==> src/rtl/pipe_pkg.sv <==
// Shared types and constants for the 5-bit valid/ready pipeline stream blocks.
package pipe_pkg;

  localparam int DATA_W_DEF = 5;

  typedef enum logic [1:0] {
    BP_ALWAYS = 2'b00,
    BP_ALT    = 2'b01,
    BP_LFSR   = 2'b10,
    BP_NEVER  = 2'b11
  } bp_mode_e;

  typedef enum logic [1:0] {
    ST_IDLE = 2'b00,
    ST_RUN  = 2'b01,
    ST_DONE = 2'b10
  } chk_state_e;

  // Fibonacci taps 8,6,5,4 expressed as bit positions 7,5,4,3
  localparam logic [7:0] LFSR_TAPS = 8'b1011_1000;

  function automatic logic [7:0] lfsr_step(input logic [7:0] s);
    return {s[6:0], ^(s & LFSR_TAPS)};
  endfunction

endpackage

==> src/rtl/pipe_bp_gen.sv <==
// Backpressure pattern generator: produces the ready value to register for the next cycle.
module pipe_bp_gen
  import pipe_pkg::*;
#(
  parameter logic [7:0] LFSR_SEED = 8'hA5
) (
  input  logic     i_clk,
  input  logic     i_rst_n,
  input  bp_mode_e i_mode,
  input  logic     i_load,
  input  logic     i_run,
  output logic     o_rdy_next
);

  logic       r_phase;
  logic [7:0] r_lfsr;
  logic       w_phase_next;
  logic [7:0] w_lfsr_next;

  // Load sets up the first RUN cycle without advancing the LFSR.
  always_comb begin
    w_phase_next = r_phase;
    w_lfsr_next  = r_lfsr;
    if (i_load) begin
      w_phase_next = 1'b1;
    end else if (i_run) begin
      w_phase_next = ~r_phase;
      w_lfsr_next  = lfsr_step(r_lfsr);
    end
  end

  always_comb begin
    o_rdy_next = 1'b0;
    case (i_mode)
      BP_ALWAYS: o_rdy_next = 1'b1;
      BP_ALT:    o_rdy_next = w_phase_next;
      BP_LFSR:   o_rdy_next = w_lfsr_next[0];
      default:   o_rdy_next = 1'b0;
    endcase
  end

  always_ff @(posedge i_clk) begin
    if (!i_rst_n) begin
      r_phase <= 1'b0;
      r_lfsr  <= LFSR_SEED;
    end else begin
      r_phase <= w_phase_next;
      r_lfsr  <= w_lfsr_next;
    end
  end

endmodule

==> config.mk <==
export PLATFORM = sky130hd
export DESIGN_NAME = pipe_bp_gen
export DESIGN_NICKNAME = d
export VERILOG_FILES = /design/src/rtl/pipe_pkg.sv /design/src/rtl/pipe_bp_gen.sv
export SDC_FILE = /design/constraint.sdc
export NUM_CORES = 1
export LEC_CHECK = 0
export ABC_AREA = 1
export CORE_AREA = 5 5 42 44
export CTS_BUF_LIST = sky130_fd_sc_hd__clkbuf_2 sky130_fd_sc_hd__clkbuf_4 sky130_fd_sc_hd__clkbuf_8
export DETAILED_ROUTE_END_ITERATION = 10
export DIE_AREA = 0 0 47 49
export PLACE_DENSITY = 0.51
export SETUP_SLACK_MARGIN = 0.1
export SLEW_MARGIN = 20
export SYNTH_ARGS = -nofsm -noshare
export SYNTH_HDL_FRONTEND = slang
export SYNTH_SLANG_ARGS = --single-unit
==> constraint.sdc <==
create_clock -name i_clk -period 1.4 [get_ports i_clk]
set_input_delay 0.35 -clock i_clk [delete_from_list [all_inputs] [get_ports i_clk]]
set_output_delay 0.35 -clock i_clk [all_outputs]
set_load 0.03 [all_outputs]
==> results of run 1 <==
==> how the worst max path moves through the flow <==
stage                          from         end  cells after the start
after floorplan           r_lfsr[5]  o_rdy_next                      8
after global placement        i_run  o_rdy_next                      9
after detailed placement      i_run  o_rdy_next                      8
after CTS                 r_lfsr[3]  o_rdy_next                      8
after global routing      r_lfsr[3]  o_rdy_next                      9
final                         i_run  o_rdy_next                      8
==> flip-flops by register name, summed over array words and instances, names as in the netlist <==
name and flops:
r_lfsr 8, r_phase 1
==> kinds of logic (layout without fill, tap and decap cells) <==
logic type,Yosys count,after routing,synth area share [%]
AND/OR/NAND/NOR,26,26,27.59
XOR/XNOR,1,1,2.078
AO/OA/AOI/OAI,10,10,13.95
buffers and inverters,13,27,13.65
flip-flops,9,9,42.73
==> critical path: cells and delay by family <==
family	cells	cell delay, ns
buffers and inverters	4	0.50
and+or+nand+nor	3	0.29
AOI/OAI and AO/OA	1	0.10
==> cell usage in the layout, fill, tap and decap left out, drive strengths merged <==
cell	count
a21oi	3
buf	7
clkbuf	4
clkdlybuf4s50	3
dfxtp	9
dlygate4sd2	2
inv	11
nand2	14
nand3	4
nor2	7
nor3	1
o211ai	2
o21ai	5
xnor2	1
==> power groups by stage <==
stage / registers (mW) / logic [mW] / clock network [mW]
after detailed placement: 0.292 / 0.104 / 0
after global routing: 0.292 / 0.127 / 0.246
after global placement: 0.292 / 0.103 / 0
after floorplan: 0.290 / 0.0692 / 0
after CTS: 0.289 / 0.114 / 0.232
final: 0.291 / 0.113 / 0.219
==> area by class of cell <==
cell class | instances | share of cell area (%)
repair buffers | 12 | 17.93
multi-input cells | 37 | 34.34
clock buffers | 4 | 5.184
well taps | 16 | 3.456
inverters | 11 | 7.127
flip-flops and latches | 9 | 31.97
==> metrics by stage <==
stage,utilization [%],area [um^2],power (mW)
6_report,41.34,579.3,0.6230
3_5_place_dp,36.61,513.0,0.3962
2_1_floorplan,-,421.7,0.3595
3_3_place_gp,36.61,513.0,0.3956
5_1_grt,41.34,579.3,0.6650
4_1_cts,41.34,579.3,0.6352
==> per-layer routing <==
layer  part of all wire, %  vias up  track usage [%]
li1                      -      212                -
met1                    48      186            9.956
met2                    48        3            11.99
met3                   3.8        2            3.321
met4                  0.86        0            6.912
met5                     0        -                0
==> repair_timing <==
item	CTS	global route
pin swaps	3	0
endpoints found under the setup margin	1	1
setup buffers	2	0
resized for setup	11	0
==> flow_metrics.py, run 1 <==
metrics = {
    "synth": {
        "synth_enable_flop_cells": 0,
        "yosys.area.top_type_share_pct": 42.73,
        "synth_top_area_cell": "sky130_fd_sc_hd__dfxtp_1",
        "yosys-top-cells-count": "sky130_fd_sc_hd__nand2_1 (14), sky130_fd_sc_hd__dfxtp_1 (9), sky130_fd_sc_hd__inv_1 (8)",
        "yosys_most_used_dff": "sky130_fd_sc_hd__dfxtp_1",
        "ys_ff_latch": 9,
        "yosysSeqAreaShare_pct": 42.73,
        "synthesis.nets": 65,
        "synthesis.area_um2": 421.7,
        "ys_types": 17,
        "synthTopCellsByArea": "sky130_fd_sc_hd__dfxtp_1 (43%), sky130_fd_sc_hd__nand2_1 (12%), sky130_fd_sc_hd__inv_1 (7.1%)",
        "synth-warning-count": 0,
        "postSynthAreaPerCell_um2": 7.147,
        "synthMostInstantiatedCell": "sky130_fd_sc_hd__nand2_1",
        "synth_cells": 59,
        "async_flop_share_pct": 0,
    },
    "pwr": {
        "static-leakage-power_nw": 0.2858,
        "netSwitchingFraction_pct": 25.92,
        "p_per_area_nw_per_um2": 1075,
        "sequential_power_share_pct": 46.6,
        "p_switching_uw": 161.5,
        "power.combinational.fraction_pct": 18.2,
        "ir_worst_vdd_v": 0.0004724,
        "clock_power_share_pct": 35.2,
        "internal_power_uw": 461.5,
    },
    "grt": {
        "grt_pass1_wl_mm": 1.407,
        "globalRoute.totalOverflow": 0,
        "via_count_of_the_first_global_routing_pass": 360,
        "grt_start_max_net_pins": 10,
        "antenna_violations_before_repair": 0,
        "global_route.usage.total_pct": 8.610,
    },
    "setup_path": {
        "cp_max_fo": 2,
        "cpMaxStageDelayCell": "sky130_fd_sc_hd__dlygate4sd2_1",
        "worstPathRequired_ns": 1.05,
        "cp-start-kind": "input pin",
        "crit_path_end_kind": "primary output",
        "timing.setup.critical_path_class": "in -> out",
        "ff2ff_setup_slack_ns": 0.45,
        "critical_path_cell_by_cell": "dlygate4sd2_1 -> inv_2 -> nor2_1 -> nor3_2 -> o21ai_0 -> nand2_1 -> inv_1 -> buf_6",
        "worst_path_largest_cell_delay_ns": 0.25,
        "rr_worst_depth": 7,
        "worstReg2RegStart": "r_lfsr[3]",
        "worst_ep_arrival_time_ns": 1.24,
        "r2r-end": "r_lfsr[0]",
    },
    "cells_and_area": {
        "insertedDiodeCount": 0,
        "layout-area-overhead-vs-synth_pct": 37.39,
        "finalNetCount": 80,
        "layout-drive-gt1-share_pct": 34.25,
        "fillerInstances": 162,
        "multi_input_comb_area_um2": 198.9,
        "finalNonFillerCells": 89,
        "final-seq-area_um2": 185.2,
    },
    "sta": {
        "maxClockFrequency_ghz": 0.6303,
        "finalWorstPathRequiredPeriod_ns": 1.586,
        "worst_slew_margin_relative_to_its_limit_pct": 79.81,
        "timing.final.max_slew_violations": 0,
        "max_slew.worst_pin.slew_ns": 0.3019,
        "final_tns_setup_ns": -0.1864,
        "finalSetupViolCount": 1,
        "fin_hold_ws_ns": 0.4694,
        "min_period_over_period_pct": 113.3,
        "post_layout_worst_setup_margin_ns": -0.1864,
        "rsz0062_at_grt": "yes",
        "setup_skew_ns": 0.003574,
        "timing.final.hold_violations": 0,
    },
    "routing": {
        "routed_wirelength_um": 815,
        "initialDrtViolationCount": 4,
        "dr_total_vias": 403,
        "detail_route.vias_per_cell": 4.528,
        "length_of_the_first_detailed_routing_pass_in_iterations": 2,
        "antenna_violating_nets_post_route": 0,
        "post_route_drc_violation_count": 0,
        "wl_per_cell_um": 9.157,
    },
    "die": {
        "rows": 14,
        "dieArea_um2": 2303,
        "io-pin-count": 7,
        "die_span_y_um": 49,
        "placeableCoreArea_um2": 1401,
        "start_util_pct": 30.09,
        "die_wd_um": 47,
    },
    "status": {
        "run_status": "finished with violations",
        "violated_checks": "setup timing",
    },
    "clocking": {
        "cts_num_sinks": 9,
        "clock_tree.htree_level_count": 1,
        "insertion_delay_ns": 0.26,
        "cts_max_path_buffers": 2,
        "cts_root_buf": "sky130_fd_sc_hd__clkbuf_4",
        "ctsHoldBuffers": 0,
        "clk_pin_slew_ns": 0.06,
        "tritoncts": "built",
        "tritoncts_buffers": 3,
    },
    "placed_design": {
        "routabilityCongestion": 0.6438,
        "preCtsSetupSlack_ns": -0.4355,
        "dp.cells": 83,
        "detail_placement_hpwl_um": 565.1,
        "port_buffers": 6,
    },
    "min_path": {
        "worst_hold_path.num_cells": 2,
        "hold_path.class": "reg -> reg",
        "hold_path_end": "r_lfsr[2]",
        "worst_hold_startpoint": "r_lfsr[2]",
    },
    "run": {
        "drv_cap": 0,
    },
}
Note: power is estimated with default switching activity, not from simulation.
==> run 2: changes to the inputs <==
Settings changed: CORE_AREA 5 5 42 44 to unset, CORE_MARGIN set to 5, CORE_UTILIZATION set to 25, DIE_AREA 0 0 47 49 to unset, GPL_ROUTABILITY_DRIVEN set to 1, HOLD_SLACK_MARGIN set to 0.06, PLACE_DENSITY 0.51 to 0.43.
==> flow_metrics.py, run 2 (synthesis gave the netlist of run 1 again) <==
metrics = {
    "cells_and_area": {
        "insertedDiodeCount": 0,
        "largest_register": "r_lfsr",
        "finalNonFillerCells": 94,
        "finish.instance_area_um2": 628.1,
        "finalNetCount": 85,
        "layout-drive-gt1-share_pct": 42.31,
        "reg.largest.list": "r_lfsr x8, r_phase x1",
        "layout.cells.most_common": "sky130_fd_sc_hd__nand2_1",
        "layout-area-overhead-vs-synth_pct": 48.96,
        "mostFrequentLayoutCells": "sky130_fd_sc_hd__nand2_1 (13), sky130_fd_sc_hd__buf_4 (10), sky130_fd_sc_hd__inv_1 (7), sky130_fd_sc_hd__dfxtp_1 (5)",
        "flip_flop_count_of_the_largest_register_after_layout": 8,
        "fillerInstances": 168,
    },
    "setup_path": {
        "timing.setup.critical_path_class": "reg -> reg",
        "crit_path_end_kind": "register",
        "cp_max_fo": 3,
        "worstPathRequired_ns": 1.60,
        "worst_ep_arrival_time_ns": 1.78,
        "cp-start-kind": "register",
    },
    "sta": {
        "maxClockFrequency_ghz": 0.6330,
        "max_slew.worst_pin.slew_ns": 0.3160,
        "final_tns_setup_ns": -0.3593,
        "post_layout_worst_setup_margin_ns": -0.1797,
        "timing.final.hold_violations": 0,
        "finalWorstPathRequiredPeriod_ns": 1.580,
        "rsz0062_at_grt": "yes",
        "setup_skew_ns": 0.004463,
        "worst_slew_margin_relative_to_its_limit_pct": 78.87,
        "min_period_over_period_pct": 112.8,
        "timing.final.max_slew_violations": 0,
        "finalSetupViolCount": 2,
    },
    "grt": {
        "globalRoute.totalOverflow": 0,
        "grtUsageMet2_pct": 9.442,
        "global_route.peak_usage_layer": "met2",
        "grt_pass1_wl_mm": 1.290,
        "grt_start_max_net_pins": 11,
        "via_count_of_the_first_global_routing_pass": 345,
        "grt_use_met1_pct": 7.746,
        "antenna_violations_before_repair": 0,
        "use_met3_pct": 2.326,
        "global_route.usage.total_pct": 6.731,
    },
    "clocking": {
        "cts_num_sinks": 9,
        "cts_max_path_buffers": 2,
        "ctsHoldBuffers": 0,
        "insertion_delay_ns": 0.26,
        "cts_root_buf": "sky130_fd_sc_hd__clkbuf_4",
        "clock_tree.htree_level_count": 1,
        "clk_pin_slew_ns": 0.06,
        "tritoncts_buffers": 3,
        "tritoncts": "built",
    },
    "placed_design": {
        "detail_placement_hpwl_um": 559.8,
        "placed_cell_area_um2": 513.0,
        "port_buffers": 6,
        "routabilityCongestion": 0.6461,
        "dp.cells": 83,
    },
    "die": {
        "die_span_y_um": 51.07,
        "die_wd_um": 51.07,
        "placeableCoreArea_um2": 1559,
        "io-pin-count": 7,
        "rows": 14,
        "start_util_pct": 27.05,
        "dieArea_um2": 2608,
    },
    "routing": {
        "post_route_drc_violation_count": 0,
        "detail_route.vias_per_cell": 4.138,
        "dr_total_vias": 389,
        "initialDrtViolationCount": 10,
        "length_of_the_first_detailed_routing_pass_in_iterations": 4,
        "wl_per_cell_um": 8.862,
        "routed_wirelength_um": 833,
        "antenna_violating_nets_post_route": 0,
    },
    "pwr": {
        "static-leakage-power_nw": 0.3082,
        "p_per_area_nw_per_um2": 1024,
        "ir_worst_vdd_v": 0.0005137,
    },
    "status": {
        "violated_checks": "setup timing",
        "run_status": "finished with violations",
    },
    "min_path": {
        "hold_path.class": "reg -> reg",
    },
    "run": {
        "drv_cap": 0,
    },
}
run 2: what timing repair did:
action	CTS	global route
endpoints found under the setup margin	1	2
pin swaps	2	3
resized for setup	11	4
setup buffers	5	2
run 2: layout make-up:
| type | instances | area, um^2 | share of cell area (%) |
|---|---|---|---|
| clock buffers | 4 | 30.03 | 4.781 |
| inverters | 11 | 41.29 | 6.574 |
| multi-input cells | 37 | 206.4 | 32.87 |
| flip-flops and latches | 9 | 185.2 | 29.48 |
| well taps | 16 | 20.02 | 3.187 |
| repair buffers | 17 | 145.1 | 23.11 |
run 2: per-stage QoR:
stage | util (%) | total power, mW | hold slack [ns] | setup WS (ns)
after floorplan | - | 0.3595 | 0.4293 | 0.1157
after global placement | 32.91 | 0.3974 | 0.4494 | -0.4222
after detailed placement | 32.91 | 0.3971 | 0.4565 | -0.4437
after CTS | 38.60 | 0.6492 | 0.4728 | -0.1840
after global routing | 40.29 | 0.6841 | 0.4973 | -0.3026
final | 40.29 | 0.6431 | 0.4647 | -0.1797
run 2: metal layers:
layer	wire [um]	up-vias	part of all wire [%]
li1	-	221	-
met1	398	164	48
met2	392	4	47
met3	43	0	5.2
met4	0	0	0
met5	0	-	0
run 2: worst paths after layout:
kind,startpoint,end,slack (ns),cells after the start
hold / removal,r_lfsr[2],r_lfsr[2],0.46,2
setup reg to reg,r_lfsr[4],r_lfsr[0],-0.18,12
hold reg to reg,r_lfsr[2],r_lfsr[2],0.46,2
setup / recovery,r_lfsr[4],r_lfsr[0],-0.18,12
run 2: worst max-delay path: stages (launching register included):
cell and delay (ns):
sky130_fd_sc_hd__dfxtp_2 0.34, sky130_fd_sc_hd__nor2_2 0.11, sky130_fd_sc_hd__nor2_1 0.05, sky130_fd_sc_hd__nand2_1 0.07
sky130_fd_sc_hd__nand3_2 0.10, sky130_fd_sc_hd__buf_4 0.15, sky130_fd_sc_hd__buf_6 0.10, sky130_fd_sc_hd__buf_4 0.11
sky130_fd_sc_hd__buf_4 0.11, sky130_fd_sc_hd__buf_4 0.12, sky130_fd_sc_hd__buf_4 0.12, sky130_fd_sc_hd__buf_4 0.12
sky130_fd_sc_hd__nand3_2 0.04
run 2: report_power, final:
group	internal, mW	switching, mW
logic	0.0706	0.0629
registers	0.277	0.0132
clock network	0.129	0.0905
==> run 3: changes to the inputs <==
Clock period 1.4 ns to 1.5 ns, I/O delays scaled along.
==> flow_metrics.py, run 3 (synthesis gave the netlist of run 1 again) <==
metrics = {
    "placed_design": {
        "port_buffers": 6,
        "routabilityCongestion": 0.6673,
        "detail_placement_hpwl_um": 558.3,
        "preCtsSetupSlack_ns": -0.3907,
    },
    "grt": {
        "via_count_of_the_first_global_routing_pass": 322,
        "grt_start_max_net_pins": 11,
        "grt_pass1_wl_mm": 1.400,
        "global_route.usage.total_pct": 7.888,
        "antenna_violations_before_repair": 0,
        "globalRoute.totalOverflow": 0,
    },
    "sta": {
        "finalSetupViolCount": 1,
        "post_layout_worst_setup_margin_ns": -0.1007,
        "max_slew.worst_pin.slew_ns": 0.3317,
        "timing.final.hold_violations": 0,
        "final_tns_setup_ns": -0.1007,
        "rsz0062_at_grt": "yes",
        "maxClockFrequency_ghz": 0.6247,
        "finalWorstPathRequiredPeriod_ns": 1.601,
        "fin_hold_ws_ns": 0.4590,
        "timing.final.max_slew_violations": 0,
        "setup_skew_ns": 0.006805,
        "worst_slew_margin_relative_to_its_limit_pct": 77.82,
        "min_period_over_period_pct": 106.7,
    },
    "pwr": {
        "ir_worst_vdd_v": 0.0004955,
        "p_per_area_nw_per_um2": 1011,
        "static-leakage-power_nw": 0.2717,
    },
    "routing": {
        "antenna_violating_nets_post_route": 0,
        "dr_total_vias": 379,
        "initialDrtViolationCount": 5,
        "routed_wirelength_um": 780,
        "post_route_drc_violation_count": 0,
        "length_of_the_first_detailed_routing_pass_in_iterations": 2,
        "wl_per_cell_um": 9.070,
        "detail_route.vias_per_cell": 4.407,
    },
    "setup_path": {
        "worstReg2RegStart": "r_lfsr[4]",
        "worst_path_largest_cell_delay_ns": 0.23,
        "rr_worst_depth": 6,
        "critical_path_cell_by_cell": "dlygate4sd2_1 -> inv_2 -> nor2_4 -> inv_2 -> nand2_1 -> nand3_2 -> nand2_2 -> inv_2 -> buf_6",
        "worst_path_dominant_cell_family": "buffers and inverters",
        "r2r-end": "r_lfsr[0]",
        "crit_path_end_kind": "primary output",
        "worst_ep_arrival_time_ns": 1.23,
        "worstPathRequired_ns": 1.12,
        "timing.setup.critical_path_class": "in -> out",
        "cpMaxStageDelayCell": "sky130_fd_sc_hd__dlygate4sd2_1",
        "cp_max_fo": 3,
        "cp-start-kind": "input pin",
        "cp_common_cell": "sky130_fd_sc_hd__inv_2",
        "ff2ff_setup_slack_ns": 0.63,
        "cp_num_buf_inv": 5,
    },
    "cells_and_area": {
        "mostFrequentLayoutCells": "sky130_fd_sc_hd__nand2_1 (10), sky130_fd_sc_hd__inv_1 (6), sky130_fd_sc_hd__inv_2 (5), sky130_fd_sc_hd__o21ai_1 (5), sky130_fd_sc_hd__dfxtp_1 (5)",
        "fillerInstances": 161,
        "flip_flop_count_of_the_largest_register_after_layout": 8,
        "reg.largest.list": "r_lfsr x8, r_phase x1",
        "finalNetCount": 77,
        "layout-drive-gt1-share_pct": 40.00,
        "largest_register": "r_lfsr",
        "layout.cells.most_common": "sky130_fd_sc_hd__nand2_1",
        "insertedDiodeCount": 0,
        "layout-area-overhead-vs-synth_pct": 36.80,
    },
    "clocking": {
        "ctsHoldBuffers": 0,
        "clk_pin_slew_ns": 0.06,
        "cts_root_buf": "sky130_fd_sc_hd__clkbuf_4",
        "tritoncts_buffers": 3,
        "insertion_delay_ns": 0.26,
        "tritoncts": "built",
        "cts_max_path_buffers": 2,
        "cts_num_sinks": 9,
        "clock_tree.htree_level_count": 1,
    },
    "die": {
        "die_wd_um": 51.07,
        "placeableCoreArea_um2": 1559,
        "dieArea_um2": 2608,
        "die_span_y_um": 51.07,
        "start_util_pct": 27.05,
        "io-pin-count": 7,
        "rows": 14,
    },
    "min_path": {
        "worst_hold_startpoint": "r_lfsr[2]",
        "hold_path_end": "r_lfsr[2]",
        "worst_hold_path.num_cells": 2,
        "hold_path.class": "reg -> reg",
    },
    "status": {
        "run_status": "finished with violations",
        "violated_checks": "setup timing",
    },
    "run": {
        "drv_cap": 0,
    },
}
==> run 3: power by group <==
part	switching [mW]	internal [mW]	leakage, nW	total, mW
clock network	0.0858	0.121	0.0184	0.206
logic	0.0569	0.0502	0.178	0.107
registers	0.0127	0.257	0.0754	0.269
==> run 3: per-layer routing <==
metal  part of all wire [%]  vias up  track usage, %  routed length, um
met2                     43        8           9.013                336
met1                     45      162           9.524                350
met5                      0        -               0                  0
met4                    3.2        0           6.726                 25
met3                    8.7        4           5.523                 68
li1                       -      205               -                  -
==> run 3: cell type report <==
class / count / area (um^2) / area share, %
flip-flops and latches: 9 / 190.2 / 32.97
inverters: 11 / 41.29 / 7.158
well taps: 16 / 20.02 / 3.471
clock buffers: 4 / 30.03 / 5.206
repair buffers: 9 / 81.33 / 14.10
multi-input cells: 37 / 214.0 / 37.09
==> run 3: what timing repair did <==
| item | 4_1_cts | 5_1_grt |
|---|---|---|
| resized for setup | 11 | 10 |
| pin swaps | 4 | 1 |
| hold endpoints to repair | 0 | 0 |
| setup endpoints to repair | 1 | 1 |
| buffers inserted | 1 | 0 |
==> run 3: how the worst max path moves through the flow <==
stage / from / endpoint / slack (ns) / cells after the start
after floorplan: r_lfsr[5] / o_rdy_next / 0.19 / 8
after global placement: i_run / o_rdy_next / -0.38 / 8
after detailed placement: i_run / o_rdy_next / -0.39 / 8
after CTS: r_lfsr[3] / o_rdy_next / -0.11 / 9
after global routing: r_lfsr[4] / o_rdy_next / -0.22 / 9
final: i_run / o_rdy_next / -0.10 / 9
==> run 3: metrics by stage <==
stage / cell area, um^2 / total power, mW / util [%] / cells
detailed placement: 498.0 / 0.3659 / 31.94 / 81
global route: 576.8 / 0.6334 / 37.00 / 86
finish: 576.8 / 0.5829 / 37.00 / 86
floorplan: 421.7 / 0.3356 / - / 59
global placement: 498.0 / 0.3659 / 31.94 / 81
CTS: 551.8 / 0.5893 / 35.39 / 86
==> run 3: worst register-to-register path, stage by stage (launching register included) <==
cell and delay (ns):
sky130_fd_sc_hd__dfxtp_4 0.36, sky130_fd_sc_hd__nor2_4 0.12, sky130_fd_sc_hd__inv_2 0.03, sky130_fd_sc_hd__nand2_1 0.04, sky130_fd_sc_hd__nand2_1 0.06, sky130_fd_sc_hd__nand3_2 0.08, sky130_fd_sc_hd__nand3_1 0.07
